===== src/rtl/interrupt_ctrl.sv =====
// Interrupt factor/request controller: per-source edge or level capture, masking,
// fixed-priority request encoding with CPU acknowledge, and savestate support.
module interrupt_ctrl #(
   parameter int                 NUM_SRC   = 8,
   parameter logic [NUM_SRC-1:0] FALL_EDGE = '1,
   parameter logic [NUM_SRC-1:0] LEVEL_SRC = '0,
   parameter logic [7:0]         SS_ADDR   = 8'h00
) (
   input  logic               clk,
   input  logic               reset_n,
   input  logic               clk_en,
   input  logic [NUM_SRC-1:0] src_in,
   input  logic [NUM_SRC-1:0] src_mask,
   input  logic [NUM_SRC-1:0] factor_clr,
   input  logic               ack,
   output logic [NUM_SRC-1:0] factor,
   output logic               irq,
   output logic [3:0]         irq_id,
   input  logic [31:0]        ss_bus_in,
   input  logic [7:0]         ss_bus_addr,
   input  logic               ss_bus_wren,
   input  logic               ss_bus_reset_n,
   output logic [31:0]        ss_bus_out
);

   logic [NUM_SRC-1:0] prev_q, prev_d;
   logic [NUM_SRC-1:0] factor_q, factor_d;
   logic [31:0]        ss_data_q, ss_data_d;
   logic [NUM_SRC-1:0] pending;
   logic [NUM_SRC-1:0] edge_ev;
   logic [NUM_SRC-1:0] clr;
   logic [3:0]         irq_id_c;
   logic [15:0]        prev_ext;
   logic [15:0]        factor_ext;

   // Savestate connector: holds the restore image, DEFAULT_VALUE is zero.
   always_comb begin
      ss_data_d = ss_data_q;
      if (!ss_bus_reset_n)
         ss_data_d = 32'h0;
      else if (ss_bus_wren && (ss_bus_addr == SS_ADDR))
         ss_data_d = ss_bus_in;
   end

   always_ff @(posedge clk) begin
      ss_data_q <= ss_data_d;
   end

   always_comb begin
      prev_ext                = '0;
      factor_ext              = '0;
      prev_ext[NUM_SRC-1:0]   = prev_q;
      factor_ext[NUM_SRC-1:0] = factor_q;
      ss_bus_out              = (ss_bus_addr == SS_ADDR) ? {prev_ext, factor_ext} : 32'h0;
   end

   // Lowest pending index wins; id stays 0 when nothing is pending.
   always_comb begin
      pending  = factor_q & src_mask;
      irq_id_c = 4'd0;
      for (int i = NUM_SRC - 1; i >= 0; i--) begin
         if (pending[i])
            irq_id_c = 4'(i);
      end
   end

   assign irq    = |pending;
   assign irq_id = irq_id_c;
   assign factor = factor_q;

   always_comb begin
      edge_ev = (FALL_EDGE & prev_q & ~src_in) | (~FALL_EDGE & ~prev_q & src_in);
      clr     = factor_clr;
      for (int i = 0; i < NUM_SRC; i++) begin
         if (ack && irq && (irq_id_c == 4'(i)))
            clr[i] = 1'b1;
      end
   end

   // A set in the same cycle as a clear wins so that no event is dropped.
   always_comb begin
      prev_d   = prev_q;
      factor_d = factor_q;
      if (!reset_n) begin
         prev_d   = ss_data_q[16 +: NUM_SRC];
         factor_d = ss_data_q[0 +: NUM_SRC];
      end else if (clk_en) begin
         prev_d = src_in;
         for (int i = 0; i < NUM_SRC; i++) begin
            if (LEVEL_SRC[i])
               factor_d[i] = src_in[i];
            else if (edge_ev[i])
               factor_d[i] = 1'b1;
            else if (clr[i])
               factor_d[i] = 1'b0;
         end
      end
   end

   always_ff @(posedge clk) begin
      prev_q   <= prev_d;
      factor_q <= factor_d;
   end

endmodule


===== config.mk =====
export PLATFORM = sky130hd
export DESIGN_NAME = interrupt_ctrl
export DESIGN_NICKNAME = d
export VERILOG_FILES = /design/src/rtl/interrupt_ctrl.sv
export SDC_FILE = /design/constraint.sdc
export NUM_CORES = 1
export LEC_CHECK = 0
export BUFFER_PORTS_ARGS = -buffer_cell sky130_fd_sc_hd__buf_4
export CORE_MARGIN = 1.5
export CORE_UTILIZATION = 48
export CTS_BUF_LIST = sky130_fd_sc_hd__clkbuf_4 sky130_fd_sc_hd__clkbuf_8
export CTS_CLUSTER_SIZE = 20
export DETAILED_ROUTE_END_ITERATION = 10
export PLACE_DENSITY = 0.88
export SLEW_MARGIN = 20
export SYNTH_ARGS = -nofsm -noshare
export SYNTH_HDL_FRONTEND = slang
export SYNTH_SLANG_ARGS = --single-unit

===== constraint.sdc =====
create_clock -name clk -period 3.84 [get_ports clk]
set_clock_uncertainty 0.05 [all_clocks]
set_input_delay 0 -clock clk [delete_from_list [all_inputs] [get_ports clk]]
set_output_delay 0 -clock clk [all_outputs]
set_load 0.005 [all_outputs]

# After elaboration in Yosys (flattened, before gate mapping)
# Cells that the tools add are included.
# totals
in_bits	70
romBits	0
register_bits	40
ram_bits	0
out_inout_bits	45
memories	0
latchBits	0
word_cells	87
# op_classes
bitwise_logic	3
n_reduce_logical	21
n_shift	0
n_mul	0
div	0
mux	37
eq_ne	16
add_sub_neg	0
n_lt_le_gt_ge	0
# ops
cell	n
$mux 8	4
$mux 4	7
$mux 1	24
$mux 24	1
$ne 3x1->1 const B	8
$and 8x8->8	2
$eq 4x3->1 const B	4
$reduce_and 2->1	8
$logic_and 1x1->1	10
$eq 4x2->1 const B	2
$logic_not 8->1	1
$not 8->8	1
$reduce_or 8->1	1
$eq 4x1->1 const B	1
$logic_not 4->1	1
$mux 3	1
$ne 2x1->1 const B	1

# Logic depth before layout (Yosys ltp)
# Gate-level depths: netlist of run 1.
# depth
word_depth	16
depth_mapped	7

# Worst setup path before layout of run 1
# OpenSTA, ideal clock, no wires.
# synth_timing
path_type	register to register
start	register factor_q[2] (netlist: factor[2])
end	register factor_q[4] (netlist: factor[4]) (enable)
path_buffers	0
period_less_slack_ns	1.681
required_ns	3.479
t_arrival_ns	1.321
stages_incl_launch_ff	5
path_slack_ns	2.159
cell_sequence	edfxtp_1 -> a22oi_1 -> nand3_1 -> or3_1 -> o211ai_1
# synth_via
elab_chain_len	9
# synth_rtl
item	line	source
start, declared	27	logic [NUM_SRC-1:0] factor_q, factor_d;
start signal, assigned	102	factor_q <= factor_d;
$and 8x8->8 (*)	59	pending = factor_q & src_mask;
$mux 4 (3 in series)	62	if (pending[i])
$eq 4x3->1	75	if (ack && irq && (irq_id_c == 4'(i)))
$logic_and 1x1->1 (*)	75	
$mux 1 (*)	75	
$ne 3x1->1 (no source line) (*)	--	
$reduce_and 2->1 (no source line) (*)	--	
# Every way passes the cells marked *; elsewhere a longest branch is shown, timed or not.
# A chain may end at the register's enable or synchronous reset.

# Worst setup path in the final report of run 1
# layout_timing
start	input ss_bus_addr[5]
end	register ss_data_q[5]
# layout_via
elab_chain_len	2
# layout_rtl
item	line	source
start, declared	20	input logic [7:0] ss_bus_addr,
$logic_not 8->1	41	else if (ss_bus_wren && (ss_bus_addr == SS_ADDR))
$logic_and 1x1->1	41	
end signal, assigned	46	ss_data_q <= ss_data_d;
end, declared	28	logic [31:0] ss_data_q, ss_data_d;
# No other way between the ends.

==> results.toml, run 1 <==
[critical_path]
slowest_delay_ns = 0.63
required_ns = 3.96
path_class = "primary input to register"
cp_cell_sequence = "buf_4 -> or4_1 -> or3_1 -> nand2_1 -> a21boi_0 -> dlygate4sd3_1"
worst_path_max_delay_cell = "or3_1"
worstSetupStartpointType = "primary input"
crit_arrival_ns = 2.18
endpoint_kind = "register"
cp_top_family = "simple AND/OR/NAND/NOR gates"
crit-reg2reg-launch = "factor[2]"
cp_max_fo = 16
worstSetupStartpoint = "ss_bus_addr[5]"
cp.buffers_inverters = 2

[global_route]
grt_pass1_vias = 1817
grt_pass1_wl_um = 8200
grt_max_degree = 33
antenna_found_initial = 0
grtUsageTotal = 0.256
grt_overflow = 0

[die]
die_w_um = 65.4
core_um2 = 3690
die_y_um = 65.4
start_util = 0.506
io-pin-count = 115
dieArea_um2 = 4280
row_count = 22

[layout]
layout-drive-gt1-share = 0.345
diodes = 0
final_nets = 376
regArea_um2 = 801
fill_cells = 220
multiInputGateArea_um2 = 947
final_area_um2 = 2830
layout_commonest_cell = "buf_4"
area_growth_pct = 51.6
fin_util = 0.768
layout_common_cells = "81 x buf_4, 31 x dlygate4sd3_1, 27 x nand2_1"

[clocking]
clkTransAtPathRegs_ns = 0.06
cts_setup_buffers = 0
clockBufferDepth = 2
cts.hold.buffers_added = 31
root_buffer = "clkbuf_8"
cts_max_level = 2
cts_tree = "built"
ctsResizeCount = 0
cts-buffers-inserted = 5
cts.sinks = 32
clock_latency_ns = 0.29

[sta]
maxClockFrequency_mhz = 486
finalCritPeriodShare = 0.536
setup_viol = 0
holdWs_ns = 0.00646
maxSlewHeadroom = 0.562
rsz0062_at_grt = "false"
fin_crit_ns = 2.06
worstMarginPinSlew_ns = 0.656
hold_viol = 0
maxSlewViolCount = 0
final.setup.tns_ns = 0

[route]
wl_per_cell_um = 14.9
drt_iter0_markers = 49
vias = 1859
drc = 0
drtPass1Iterations = 4
routed_wl_um = 5290
drt-vias-per-instance = 5.24
antenna_left = 0

[hold_path]
hold_start = "ss_bus_reset_n"
min_path_type = "primary input to register"

[status]
status = "complete, no violations"

[yosys]
synth_cell_types = 31
ys_seq_elements = 32
yosysWarningCount = 0
netlist_area_um2 = 1870
synth_seq_area_share = 0.429
avgSynthCellArea_um2 = 9.39
synthCells = 199

[placement]
io_buffers = 81
placed_area_um2 = 2420
gp_congestion = 0.855
dp_hpwl_um = 3290

[power]
ir_drop_v = 0.000306
p_total_mw = 0.824
power_leakage_nw = 1.25
p_per_area_nw_per_um2 = 291

[flow_run]
maxCapViolations = 0
-- synth_stat cells, drive strengths merged --
library cell / number / share of area
nand2: 27 / 0.054
buf: 22 / 0.084
and2: 18 / 0.060
nand3: 17 / 0.046
a21boi: 16 / 0.064
dfxtp: 16 / 0.17
edfxtp: 16 / 0.26
mux2: 16 / 0.096
nor2b: 9 / 0.030
clkbuf: 6 / 0.012
o211ai: 6 / 0.024
o21ai: 6 / 0.016
or3: 4 / 0.013
a22oi: 3 / 0.012
inv: 2 / 0.0040
nand2b: 2 / 0.0067
nor2: 2 / 0.0040
or4: 2 / 0.0080
a211o: 1 / 0.0047
a21oi: 1 / 0.0027
a22o: 1 / 0.0047
a2bb2oi: 1 / 0.0047
a32oi: 1 / 0.0047
conb: 1 / 0.0020
nor3b: 1 / 0.0040
o21a: 1 / 0.0040
o31ai: 1 / 0.0040
-- power breakdown --
group | switching, mW | internal [mW] | total (mW) | leakage, nW
logic | 0.0623 | 0.0938 | 0.156 | 0.903
registers | 0.0109 | 0.376 | 0.387 | 0.300
clock network | 0.121 | 0.160 | 0.281 | 0.0523
-- per-stage QoR --
stage | std cells | worst slack, ns
after CTS | 355 | 1.58
after global placement | 316 | 1.86
after detailed placement | 316 | 1.81
after floorplan | 215 | 2.16
after global routing | 355 | 1.72
final | 355 | 1.78
-- worst reg2reg max path, delay by kind of cell, from the launching register on --
kind / cells / cell delay [ns]
DFF: 1 / 0.43
and+or+nand+nor: 2 / 0.59
AOI/OAI and AO/OA: 2 / 0.49
-- per-layer routing --
metal	share of wire	global-route usage	wire length, um
met4	0.027	0.130	144
met2	0.53	0.463	2780
met5	0	0	0
met3	0.066	0.0651	350
met1	0.38	0.275	2020
-- state kept, by name (all words and copies together) (netlist names) --
register,count
ss_data_q,16
prev_q,8
factor,8
-- logic make-up after synthesis --
kind of cell,count (synthesis),share of synthesized area
multiplexers,16,0.0964
other,1,0.00201
AO/OA/AOI/OAI,38,0.146
flip-flops,32,0.429
buffers and inverters,30,0.100
AND/OR/NAND/NOR,82,0.226
-- path summary, 6_finish.rpt --
| kind | slack [ns] | to | cells past startpoint |
|---|---|---|---|
| worst max register to register | 1.98 | factor[5] | 4 |
| worst min-delay path | 0.006 | ss_data_q[0] | 2 |
| worst max-delay path | 1.78 | ss_data_q[5] | 6 |
| worst min register to register | 0.41 | ss_data_q[21] | 2 |
-- area by class of cell --
| cell class | count | share of cell area |
|---|---|---|
| sequential | 32 | 0.283 |
| timing repair buffer | 112 | 0.324 |
| inverter | 2 | 0.00265 |
| tap | 48 | 0.0212 |
| multi-input combinational | 153 | 0.335 |
| clock buffer | 8 | 0.0345 |
Note: power is estimated with default switching activity, not from simulation.
==> inputs of run 2 (changes only) <==
Settings changed: CORE_UTILIZATION 48 to 40, PLACE_DENSITY 0.88 to 0.78.
Clock period 3.84 ns to 1.7 ns, I/O delays scaled along.
==> run 2 against run 1 <==
Hold slack lost 0.0036 ns. Critical path type is now register to register. Critical path depth shrank 2. Worst setup slack lost 1.8 ns. Via count shrank 3.4%. First-iteration DRC count grew 78%. Highest routed layer unchanged. Sequential share of layout area shrank 1.1 points. Global-route usage shrank 5.4 points. Critical endpoint is now factor[5]. Register-to-register slack lost 2.0 ns. Cell count grew 3.9%. Non-clock buffer count grew 10.
==> results.toml, run 2 (synthesis results as in run 1) <==
[die]
row_count = 24
start_util = 0.423
io-pin-count = 115
dieArea_um2 = 5090
core_um2 = 4410
die_y_um = 71.3
die_w_um = 71.3

[sta]
maxSlewViolCount = 0
finalCritPeriodShare = 0.989
setup_viol = 0
rsz0062_at_grt = "true"
hold_viol = 0
maxClockFrequency_mhz = 595
fin_crit_ns = 1.68

[critical_path]
crit_end = "factor[5]"
crit-reg2reg-launch = "factor[2]"
worstSetupStartpointType = "register"
rrSetupSlack_ns = 0.02
path_class = "register to register"
r2r_cells = 4
reg2reg_to = "factor[5]"
worstSetupStartpoint = "factor[2]"
required_ns = 1.63
endpoint_kind = "register"
crit_arrival_ns = 1.62
cp_max_fo = 3

[route]
vias = 1796
drtPass1Iterations = 4
routed_wl_um = 4890
wl_met2_um = 2550
wl_per_cell_um = 13.3
wl_met1_um = 1900
wl_met3_um = 329
drc = 0
antenna_left = 0
drt-vias-per-instance = 4.87
highest_layer = "met4"
drt_iter0_markers = 87

[layout]
layout-drive-gt1-share = 0.410
layout_commonest_cell = "buf_4"
layout_common_cells = "97 x buf_4, 26 x nand2_1, 25 x dlygate4sd3_1"
fin_cells = 369
area_growth_pct = 57.9
top_register = "ss_data_q"
final_nets = 386
diodes = 0
largest_reg_flops = 16

[placement]
dp_hpwl_um = 3520
io_buffers = 81
gp_congestion = 0.814
placed_cells = 332

[status]
status = "complete, no violations"

[hold_path]
min_path_type = "primary input to register"
hold_start = "ss_bus_reset_n"

[clocking]
root_buffer = "clkbuf_8"
cts_max_level = 2
cts.sinks = 32
clkTransAtPathRegs_ns = 0.07
clockBufferDepth = 2
cts_tree = "built"
clock_latency_ns = 0.28
cts-buffers-inserted = 5

[global_route]
grtUsageTotal = 0.202
grt_overflow = 0
grt_pass1_wl_um = 8030
antenna_found_initial = 0
grt_max_degree = 25
grt_pass1_vias = 1783

[power]
p_total_mw = 2.06
power_leakage_nw = 1.31
ir_drop_v = 0.000412
p_per_area_nw_per_um2 = 697

[flow_run]
maxCapViolations = 0
## run 2: through the flow
stage                util  hold slack [ns]  area (um^2)  setup slack (ns)  TNS [ns]
finish              0.668          0.00289         2950            0.0183         0
global route        0.668          0.00324         2950           -0.0721    -0.230
CTS                 0.655          0.00301         2890           0.00140         0
detailed placement  0.569            0.223         2510            0.0185         0
global placement    0.569            0.215         2510            0.0496         0
floorplan               -           0.0952         1930            0.0187         0
## run 2: routing by layer
metal / track usage / up-vias
met4: 0.0587 / 0
met1: 0.224 / 817
met5: 0 / -
met3: 0.0506 / 11
met2: 0.380 / 73
li1: - / 895
## run 2: cell type report
type,instances,area [um^2]
fillers,369,1460
repair buffers,122,978
multi-input cells,153,972
flip-flops and latches,32,801
clock buffers,7,96.3
well taps,52,65.1
clock inverters,1,30.0
inverters,2,7.51
## run 2: worst min path at each step
| stage | endpoint | slack [ns] | cells after the start |
|---|---|---|---|
| after floorplan | irq_id[1] | 0.1 | 3 |
| final | ss_data_q[0] | 0.003 | 2 |
| after CTS | ss_data_q[3] | 0.003 | 2 |
| after global placement | ss_data_q[18] | 0.22 | 3 |
| after detailed placement | ss_data_q[21] | 0.22 | 3 |
| after global routing | ss_data_q[3] | 0.003 | 2 |
## run 2: where the power goes
group          switching, mW  total, mW  internal (mW)
logic                  0.152      0.400          0.248
registers             0.0193      0.868          0.849
clock network          0.273      0.789          0.517
total                  0.444       2.06           1.61
## run 2: timing repair
action / 4_1_cts / 5_1_grt
hold buffers: 25 / 0
buffers inserted: 0 / 4
hold endpoints to repair: 25 / 0
gates resized for setup: 0 / 8
endpoints found under the setup margin: 0 / 6
## run 2: worst max-delay path, stage by stage (launching register included)
cell	delay, ns
edfxtp_1	0.41
a22oi_2	0.23
nand3_2	0.10
or3_4	0.38
o211ai_1	0.20
==> inputs of run 3 (changes only) <==
--- a/constraint.sdc
+++ b/constraint.sdc
@@ -4,2 +4,2 @@
 set_output_delay 0 -clock clk [all_outputs]
-set_load 0.005 [all_outputs]
+set_load 0.02 [all_outputs]
==> run 3 against run 2 <==
The flow now finishes with violations (negative hold slack). Clock-buffer cell count down 1. Global-route usage down 0.86 points. First-iteration DRC count down 44%. Sequential share of layout area up 0.53 points. Largest power group unchanged. Cell count down 1.1%. Clock power down 24%. Combinational power up 13%. Sequential power about the same. Largest cell class is now multi-input gates. Die area unchanged. Total power down 6.6%.
==> results.toml, run 3 (synthesis results as in run 1) <==
[die]
start_util = 0.423
core_um2 = 4410
die_y_um = 71.3
dieArea_um2 = 5090
io-pin-count = 115
row_count = 24
die_w_um = 71.3

[placement]
io_buffers = 81
placed_area_um2 = 2510
dp_hpwl_um = 3470
gp_congestion = 0.769
placed_cells = 330
pre_cts_slack_ns = -0.0168

[critical_path]
path_class = "register to register"
path_depth = 4
cp_max_fo = 4
worst_path_max_delay_cell = "edfxtp_1"
cp_cell_sequence = "a22oi_2 -> nand3_2 -> or3_4 -> o211ai_1"
cp_top_family = "simple AND/OR/NAND/NOR gates"
r2r_cells = 4
slowest_delay_ns = 0.40
worstSetupStartpointType = "register"
endpoint_kind = "register"
required_ns = 1.64
crit_arrival_ns = 1.63
cp.buffers_inverters = 0

[power]
ir_drop_v = 0.000371
power.switching_mw = 0.510
switching_share = 0.265
power.share.sequential = 0.452
p_per_area_nw_per_um2 = 664
p_comb_frac = 0.234
p_total_mw = 1.92
power_leakage_nw = 1.28
clkPwrFrac = 0.314
internal_power_mw = 1.41

[route]
drt_iter0_markers = 49
drt-vias-per-instance = 4.90
drc = 0
wl_per_cell_um = 13.0
vias = 1787
antenna_left = 0
routed_wl_um = 4750
drtPass1Iterations = 4

[clocking]
cts-buffers-inserted = 5
root_buffer = "clkbuf_8"
cts_tree = "built"
clock_latency_ns = 0.29
clkTransAtPathRegs_ns = 0.07
cts.sinks = 32
cts_max_level = 2
clockBufferDepth = 2

[layout]
diodes = 0
layout_common_cells = "94 x buf_4, 26 x nand2_1, 24 x dlygate4sd3_1"
layout_commonest_cell = "buf_4"
fill_cells = 389
top_register = "ss_data_q"
fin_util = 0.656
fin_cells = 365
largest_reg_flops = 16
layout-drive-gt1-share = 0.412
area_growth_pct = 54.9
final_area_um2 = 2890
final_nets = 382

[global_route]
grt_pass1_vias = 1692
antenna_found_initial = 0
grt_overflow = 0
grtUsageTotal = 0.194
grt_max_degree = 25
grt_pass1_wl_um = 7690

[status]
status = "finished, violations left"
failed_checks = "negative hold slack"

[hold_path]
whs_path_depth = 3
min_path_type = "primary input to register"

[sta]
rsz0062_at_grt = "true"
fin_crit_ns = 1.70
setup_viol = 0
final.setup.tns_ns = 0
holdWs_ns = -0.00182
hold_viol = 2
maxSlewViolCount = 0
finalCritPeriodShare = 0.997
setup_slack_ns = 0.00489
maxClockFrequency_mhz = 590

[flow_run]
maxCapViolations = 0
==> run 3: timing repair <==
| item | CTS | global route |
|---|---|---|
| hold buffers | 24 | 0 |
| pin swaps | 3 | 5 |
| buffers inserted | 1 | 2 |
| setup endpoints to repair | 2 | 7 |
| endpoints found under the hold margin | 24 | 0 |
| cloned | 0 | 0 |
| resized for setup | 2 | 5 |
==> run 3: cell type report <==
type / count / area [um^2] / area share
well taps: 52 / 65.1 / 0.0225
repair buffers: 118 / 946 / 0.327
flip-flops and latches: 32 / 801 / 0.277
clock inverters: 2 / 10.0 / 0.00346
clock buffers: 6 / 82.6 / 0.0285
inverters: 2 / 7.51 / 0.00259
multi-input cells: 153 / 982 / 0.339
==> run 3: final timing paths <==
check | startpoint | end | slack, ns
setup / recovery | factor[2] | factor[7] | 0.005
hold / removal | factor_clr[1] | factor[1] | -0.002
setup reg to reg | factor[2] | factor[7] | 0.005
hold reg to reg | ss_data_q[21] | ss_data_q[21] | 0.40
==> run 3: routing by layer <==
layer | wire, um | GRT usage | vias up | share of wire
met3 | 347 | 0.0520 | 6 | 0.073
li1 | - | - | 891 | -
met4 | 55 | 0.0566 | 0 | 0.012
met1 | 1890 | 0.228 | 820 | 0.40
met5 | 0 | 0 | - | 0
met2 | 2450 | 0.346 | 70 | 0.52
==> run 3: tightest hold or removal path: stages <==
cell and delay [ns]:
buf_4 0.08, o31ai_1 0.06, nand2_1 0.07
==> run 3: power by group through the flow <==
stage,clock network (mW),registers (mW),logic [mW]
floorplan,0,0.902,0.205
global placement,0,0.883,0.380
detailed placement,0,0.886,0.385
CTS,0.612,0.869,0.436
global route,0.643,0.872,0.486
finish,0.603,0.868,0.451
